**config.mk**
```make
export PLATFORM = sky130hd
export DESIGN_NAME = lsu_ctrl
export DESIGN_NICKNAME = d
export VERILOG_FILES = /design/src/rtl/lsu_ctrl.sv
export SDC_FILE = /design/constraint.sdc
export NUM_CORES = 1
export LEC_CHECK = 0
export ABC_AREA = 1
export CORE_ASPECT_RATIO = 0.5
export CORE_UTILIZATION = 52
export CTS_BUF_LIST = sky130_fd_sc_hd__clkbuf_2 sky130_fd_sc_hd__clkbuf_4 sky130_fd_sc_hd__clkbuf_8
export DETAILED_ROUTE_END_ITERATION = 6
export PLACE_DENSITY = 0.83
export SYNTH_ARGS = -nofsm -noshare
export SYNTH_HDL_FRONTEND = slang
export SYNTH_SLANG_ARGS = --single-unit
```
**constraint.sdc**
```tcl
create_clock -name clk -period 1.94 [get_ports clk]
set_input_delay 0.388 -clock clk [delete_from_list [all_inputs] [get_ports clk]]
set_output_delay 0.388 -clock clk [all_outputs]
set_load 0.02 [all_outputs]
```
**src/rtl/lsu_ctrl.sv**
```systemverilog
// Load/store sequencer in front of a word-only data memory: sub-word stores use read-modify-write.
// Define LSU_MISALIGN_SPLIT_EN to split word-spanning accesses into two word transactions.
module lsu_ctrl #(
  parameter int unsigned DM_ADDRESS = 9,
  parameter int unsigned DATA_W     = 32
) (
  input  logic                  clk,
  input  logic                  rst_n,
  input  logic                  req_valid,
  output logic                  req_ready,
  input  logic                  req_we,
  input  logic [2:0]            req_funct3,
  input  logic [DM_ADDRESS-1:0] req_addr,
  input  logic [DATA_W-1:0]     req_wdata,
  output logic                  rsp_valid,
  input  logic                  rsp_ready,
  output logic [DATA_W-1:0]     rsp_rdata,
  output logic                  rsp_err,
  output logic                  mem_re,
  output logic                  mem_we,
  output logic [DM_ADDRESS-1:0] mem_addr,
  output logic [DATA_W-1:0]     mem_wdata,
  output logic [2:0]            mem_funct3,
  input  logic [DATA_W-1:0]     mem_rdata
);

  localparam int unsigned WordW = DM_ADDRESS - 2;

  typedef enum logic [2:0] {
    StIdle,
    StRd0,
    StWr0,
`ifdef LSU_MISALIGN_SPLIT_EN
    StRd1,
    StWr1,
`endif
    StResp
  } state_e;

  function automatic logic access_err(logic we, logic [2:0] f3);
    return (f3 == 3'b011) || (f3 == 3'b110) || (f3 == 3'b111) || (we && f3[2]);
  endfunction

  // True when off + size > 4.
  function automatic logic access_span(logic [1:0] f3lo, logic [1:0] off);
    logic s;
    case (f3lo)
      2'b00:   s = 1'b0;
      2'b01:   s = (off == 2'b11);
      default: s = (off != 2'b00);
    endcase
    return s;
  endfunction

  function automatic logic [DATA_W-1:0] size_mask(logic [1:0] f3lo);
    logic [DATA_W-1:0] m;
    case (f3lo)
      2'b00:   m = DATA_W'(32'h0000_00FF);
      2'b01:   m = DATA_W'(32'h0000_FFFF);
      default: m = DATA_W'(32'hFFFF_FFFF);
    endcase
    return m;
  endfunction

  // Merge the store bytes into one word of the two-word window; hi selects the upper word.
  function automatic logic [DATA_W-1:0] merge_word(logic [DATA_W-1:0] rd, logic [DATA_W-1:0] wd,
                                                   logic [1:0] f3lo, logic [1:0] off, logic hi);
    logic [2*DATA_W-1:0] msk;
    logic [2*DATA_W-1:0] wsh;
    logic [2*DATA_W-1:0] m;
    msk = {{DATA_W{1'b0}}, size_mask(f3lo)} << {off, 3'b000};
    wsh = {{DATA_W{1'b0}}, wd} << {off, 3'b000};
    m   = ({rd, rd} & ~msk) | (wsh & msk);
    return hi ? m[2*DATA_W-1:DATA_W] : m[DATA_W-1:0];
  endfunction

  function automatic logic [DATA_W-1:0] load_extract(logic [DATA_W-1:0] lo, logic [DATA_W-1:0] hi,
                                                     logic [2:0] f3, logic [1:0] off);
    logic [2*DATA_W-1:0] dbl;
    logic [DATA_W-1:0]   sh;
    logic [DATA_W-1:0]   r;
    dbl = {hi, lo};
    sh  = DATA_W'(dbl >> {off, 3'b000});
    case (f3[1:0])
      2'b00:   r = {{(DATA_W-8){~f3[2] & sh[7]}}, sh[7:0]};
      2'b01:   r = {{(DATA_W-16){~f3[2] & sh[15]}}, sh[15:0]};
      default: r = sh;
    endcase
    return r;
  endfunction

  state_e              state_q, state_d;
  logic                we_q, we_d;
  logic [2:0]          f3_q, f3_d;
  logic [1:0]          off_q, off_d;
  logic [WordW-1:0]    w0_q, w0_d;
  logic [DATA_W-1:0]   wdata_q, wdata_d;
  logic                req_ready_q, req_ready_d;
  logic                rsp_valid_q, rsp_valid_d;
  logic                rsp_err_q, rsp_err_d;
  logic [DATA_W-1:0]   rsp_rdata_q, rsp_rdata_d;
  logic                mem_re_q, mem_re_d;
  logic                mem_we_q, mem_we_d;
  logic [DM_ADDRESS-1:0] mem_addr_q, mem_addr_d;
  logic [DATA_W-1:0]   mem_wdata_q, mem_wdata_d;
  logic                req_err;

`ifdef LSU_MISALIGN_SPLIT_EN
  logic [DATA_W-1:0]   word0_q, word0_d;
  logic [WordW-1:0]    w1;
  logic                span_q;

  assign w1      = w0_q + WordW'(1);
  assign span_q  = access_span(f3_q[1:0], off_q);
  assign req_err = access_err(req_we, req_funct3);
`else
  assign req_err = access_err(req_we, req_funct3) ||
                   access_span(req_funct3[1:0], req_addr[1:0]);
`endif

  always_comb begin
    state_d     = state_q;
    we_d        = we_q;
    f3_d        = f3_q;
    off_d       = off_q;
    w0_d        = w0_q;
    wdata_d     = wdata_q;
    req_ready_d = 1'b0;
    rsp_valid_d = 1'b0;
    rsp_err_d   = rsp_err_q;
    rsp_rdata_d = rsp_rdata_q;
    mem_re_d    = 1'b0;
    mem_we_d    = 1'b0;
    mem_addr_d  = mem_addr_q;
    mem_wdata_d = mem_wdata_q;
`ifdef LSU_MISALIGN_SPLIT_EN
    word0_d     = word0_q;
`endif
    unique case (state_q)
      StIdle: begin
        req_ready_d = 1'b1;
        if (req_valid) begin
          req_ready_d = 1'b0;
          we_d        = req_we;
          f3_d        = req_funct3;
          off_d       = req_addr[1:0];
          w0_d        = req_addr[DM_ADDRESS-1:2];
          wdata_d     = req_wdata;
          rsp_err_d   = 1'b0;
          rsp_rdata_d = '0;
          if (req_err) begin
            state_d     = StResp;
            rsp_valid_d = 1'b1;
            rsp_err_d   = 1'b1;
          end else if (req_we && req_funct3[1:0] == 2'b10 && req_addr[1:0] == 2'b00) begin
            state_d     = StWr0;
            mem_we_d    = 1'b1;
            mem_addr_d  = {req_addr[DM_ADDRESS-1:2], 2'b00};
            mem_wdata_d = req_wdata;
          end else begin
            state_d    = StRd0;
            mem_re_d   = 1'b1;
            mem_addr_d = {req_addr[DM_ADDRESS-1:2], 2'b00};
          end
        end
      end
      StRd0: begin
        if (we_q) begin
          state_d     = StWr0;
          mem_we_d    = 1'b1;
          mem_wdata_d = merge_word(mem_rdata, wdata_q, f3_q[1:0], off_q, 1'b0);
`ifdef LSU_MISALIGN_SPLIT_EN
        end else if (span_q) begin
          state_d    = StRd1;
          mem_re_d   = 1'b1;
          mem_addr_d = {w1, 2'b00};
          word0_d    = mem_rdata;
`endif
        end else begin
          state_d     = StResp;
          rsp_valid_d = 1'b1;
          rsp_rdata_d = load_extract(mem_rdata, {DATA_W{1'b0}}, f3_q, off_q);
        end
      end
      StWr0: begin
`ifdef LSU_MISALIGN_SPLIT_EN
        if (span_q) begin
          state_d    = StRd1;
          mem_re_d   = 1'b1;
          mem_addr_d = {w1, 2'b00};
        end else begin
          state_d     = StResp;
          rsp_valid_d = 1'b1;
        end
`else
        state_d     = StResp;
        rsp_valid_d = 1'b1;
`endif
      end
`ifdef LSU_MISALIGN_SPLIT_EN
      StRd1: begin
        if (we_q) begin
          state_d     = StWr1;
          mem_we_d    = 1'b1;
          mem_wdata_d = merge_word(mem_rdata, wdata_q, f3_q[1:0], off_q, 1'b1);
        end else begin
          state_d     = StResp;
          rsp_valid_d = 1'b1;
          rsp_rdata_d = load_extract(word0_q, mem_rdata, f3_q, off_q);
        end
      end
      StWr1: begin
        state_d     = StResp;
        rsp_valid_d = 1'b1;
      end
`endif
      StResp: begin
        rsp_valid_d = 1'b1;
        if (rsp_ready) begin
          state_d     = StIdle;
          rsp_valid_d = 1'b0;
          req_ready_d = 1'b1;
        end
      end
      default: begin
        state_d     = StIdle;
        req_ready_d = 1'b1;
      end
    endcase
  end

  always_ff @(posedge clk or negedge rst_n) begin
    if (!rst_n) begin
      state_q     <= StIdle;
      we_q        <= 1'b0;
      f3_q        <= 3'b000;
      off_q       <= 2'b00;
      w0_q        <= '0;
      wdata_q     <= '0;
      req_ready_q <= 1'b1;
      rsp_valid_q <= 1'b0;
      rsp_err_q   <= 1'b0;
      rsp_rdata_q <= '0;
      mem_re_q    <= 1'b0;
      mem_we_q    <= 1'b0;
      mem_addr_q  <= '0;
      mem_wdata_q <= '0;
`ifdef LSU_MISALIGN_SPLIT_EN
      word0_q     <= '0;
`endif
    end else begin
      state_q     <= state_d;
      we_q        <= we_d;
      f3_q        <= f3_d;
      off_q       <= off_d;
      w0_q        <= w0_d;
      wdata_q     <= wdata_d;
      req_ready_q <= req_ready_d;
      rsp_valid_q <= rsp_valid_d;
      rsp_err_q   <= rsp_err_d;
      rsp_rdata_q <= rsp_rdata_d;
      mem_re_q    <= mem_re_d;
      mem_we_q    <= mem_we_d;
      mem_addr_q  <= mem_addr_d;
      mem_wdata_q <= mem_wdata_d;
`ifdef LSU_MISALIGN_SPLIT_EN
      word0_q     <= word0_d;
`endif
    end
  end

  assign req_ready  = req_ready_q;
  assign rsp_valid  = rsp_valid_q;
  assign rsp_err    = rsp_err_q;
  assign rsp_rdata  = rsp_rdata_q;
  assign mem_re     = mem_re_q;
  assign mem_we     = mem_we_q;
  assign mem_addr   = mem_addr_q;
  assign mem_wdata  = mem_wdata_q;
  assign mem_funct3 = 3'b010;

endmodule

```
==> flow_metrics.tcl <==
set metrics [dict create \
    synth.avg_cell_area_um2 6.906 \
    cpPeakStageDelay_ns 0.62 \
    clockBufferDepth 2 \
    dr_wl_met3_um 1884 \
    crit_slowest_cell "clkdlybuf4s50_1" \
    finalHoldViolCount 0 \
    setup_viol 0 \
    core_area_um2 12120 \
    drv_cap 0 \
    start_util_pct 54.70 \
    drc_errors 2 \
    drt-initial-drc-count 570 \
    ir_drop_uv 1152 \
    via_count 6951 \
    diodes 0 \
    worst-path-buf-inv 1 \
    grt.overflow.total 0 \
    fin_crit_ns 1.843 \
    grt_pass1_vias 6191 \
    grt_start_max_net_pins 44 \
    final_max_slew_viol_count 0 \
    power.density_nw_per_um2 1768 \
    clk_latency_ns 0.45 \
    synth_seq_cells 116 \
    violations "DRC" \
    wl_um 21460 \
    routed_via_density 5.388 \
    finClkSkew_ns 0.01615 \
    dp_cells 1257 \
    final_common_cell "nand2_1" \
    clkTransAtPathRegs_ns 0.09 \
    final.period_utilization_pct 94.98 \
    wire_per_inst_um 16.63 \
    ant_nets 0 \
    critPathTopFamily "buffers and inverters" \
    fmaxAchievable_ghz 0.5427 \
    worstPathArrival_ns 1.45 \
    synth_area_leaders "dfrtp_1, nand2_1, nand3_1" \
    die_w_um 161.7 \
    rsz0062_at_grt "no" \
    final_cell_mix "nand2_1, clkdlybuf4s50_1, dfrtp_1" \
    area_growth_pct 32.44 \
    criticalPathCategory "reg2out" \
    yosysWarnings 0 \
    status "complete, but fails checks" \
    h-tree-depth 4 \
    critPathLaunchType "flop" \
    cts_tree "built" \
    fin_cells 1290 \
    cp.required_ns 1.55 \
    setup-tns-final_ns 0 \
    r2r_setup_slack_ns 0.15 \
    p_leak_uw 0.004572 \
    grtUsageTotal_pct 33.30 \
    synth.distinct_cells 29 \
    die_h_um 81.85 \
    first_pass_iters 7 \
    wl_met2_um 9492 \
    grt_pass1_wl_um 33360 \
    min_path_type "in2async" \
    gp_congestion 0.9822 \
    drive_gt1_share_pct 8.267 \
    final_nets 1197 \
    antenna_found_initial 0 \
    r2r_cells 7 \
    wl_met1_um 9858 \
    die-area_um2 13230 \
    r2r_start "off_q[0]$_DFFE_PN0P_" \
    whs_ns 0.4646 \
    synth_top_area_share_pct 43.40 \
    cp_cell_sequence "clkdlybuf4s50_1" \
    numCtsBuffers 17 \
    ios 162 \
    r2r-end "rsp_rdata[9]$_DFFE_PN0P_" \
    numClockSinks 116 \
    syn_inst 960 \
    placement.io_buffers 156 \
    critPathCaptureType "output pin" \
    rows 28 \
    worst-path-max-fanout 2 \
    root_buffer "clkbuf_8" \
    dp_hpwl_um 15960 \
    highest_layer "met4" \
    syn_area_um2 6630 \
    ys_seq_area_share_pct 43.80 \
    synth_top_cell_by_area "dfrtp_1" \
]
## worst max-delay path by stage
| stage | end | from | depth (start not counted) | slack [ns] |
|---|---|---|---|---|
| floorplan | mem_wdata[16]$_DFFE_PN0P_ | state_q[0]$_DFFE_PN0P_ | 11 | 0.39 |
| global placement | mem_wdata[26]$_DFFE_PN0P_ | req_valid | 10 | 0.1 |
| detailed placement | mem_wdata[18]$_DFFE_PN0P_ | req_addr[1] | 10 | -0.04 |
| CTS | mem_wdata[20] | mem_wdata[20]$_DFFE_PN0P_ | 1 | 0.09 |
| global route | mem_wdata[21]$_DFFE_PN0P_ | off_q[0]$_DFFE_PN0P_ | 10 | 0.04 |
| finish | mem_wdata[11] | mem_wdata[11]$_DFFE_PN0P_ | 1 | 0.1 |
## cell usage after synthesis, drive strengths merged
cell type  count
nand4          1
o22ai          8
or2            2
buf           40
ha             4
a21oi         33
conb           2
clkbuf        16
o221ai         7
a22o           1
nand2        491
o21ai         70
dfstp          1
inv           74
nor2          34
nand3         61
dfrtp        115
## layer usage
| metal | track usage (%) | vias to the layer above |
|---|---|---|
| met4 | 6.415 | 0 |
| met3 | 8.788 | 25 |
| met1 | 47.73 | 3298 |
| met2 | 50.86 | 339 |
| met5 | 0 | - |
| li1 | - | 3289 |
## cell type report
type | count | area (um2)
inverter | 74 | 280.3
clock buffer | 18 | 247.7
fill | 1031 | 3341
timing repair buffer | 186 | 1873
clock inverter | 14 | 166.4
multi-input combinational | 717 | 3103
tap | 165 | 206.4
sequential | 116 | 2904
## report_power, final
| part | internal [uW] | leakage [uW] | switching [uW] |
|---|---|---|---|
| clock network | 1210 | 0.000201 | 1200 |
| registers | 3430 | 0.00148 | 727 |
| logic | 3300 | 0.00289 | 5650 |
## state kept, by name (all words and copies together), names as in the netlist
register and flops:
rsp_err 1, mem_re 1, state_q 2, off_q 2, req_ready 1, mem_we 1
rsp_rdata 32, mem_addr 7, we_q 1, f3_q 3, mem_wdata 32, rsp_valid 1
wdata_q 32
## worst register-to-register path, stage by stage (launching register included)
cell     delay (ns)
dfrtp_1        0.49
buf_4          0.24
buf_4          0.25
nand2_2        0.20
o21ai_0        0.22
o21ai_0        0.15
nand2_1        0.09
nand2_1        0.05
## per-stage QoR
step                      cell area (um2)  setup slack [ns]  power (uW)  utilization (%)
after detailed placement             8358          -0.03524       13030            68.95
after global routing                 8781           0.03765       16670            72.44
after global placement               8358           0.09616       12800            68.95
final                                8781           0.09732       15520            72.44
after CTS                            8781           0.09068       15440            72.44
after floorplan                      6641            0.3874        9939                -
## what timing repair did
action | in CTS | in global routing
hold buffers | 1 | 0
buffers inserted | 0 | 0
resized for setup | 1 | 0
endpoints found under the hold margin | 33 | 0
endpoints found under the setup margin | 1 | 0
## kinds of logic (layout without fill, tap and decap cells)
kind of cell               after synthesis  in the layout  share of synthesized area [%]
adders and majority gates                4              4                         0.7549
other                                    2              5                         0.1133
DFF                                    116            116                          43.80
buffers and inverters                  130            292                          9.568
AOI/OAI and AO/OA                      119            119                          9.643
and+or+nand+nor                        589            589                          36.12
Note: power is estimated with default switching activity, not from simulation.
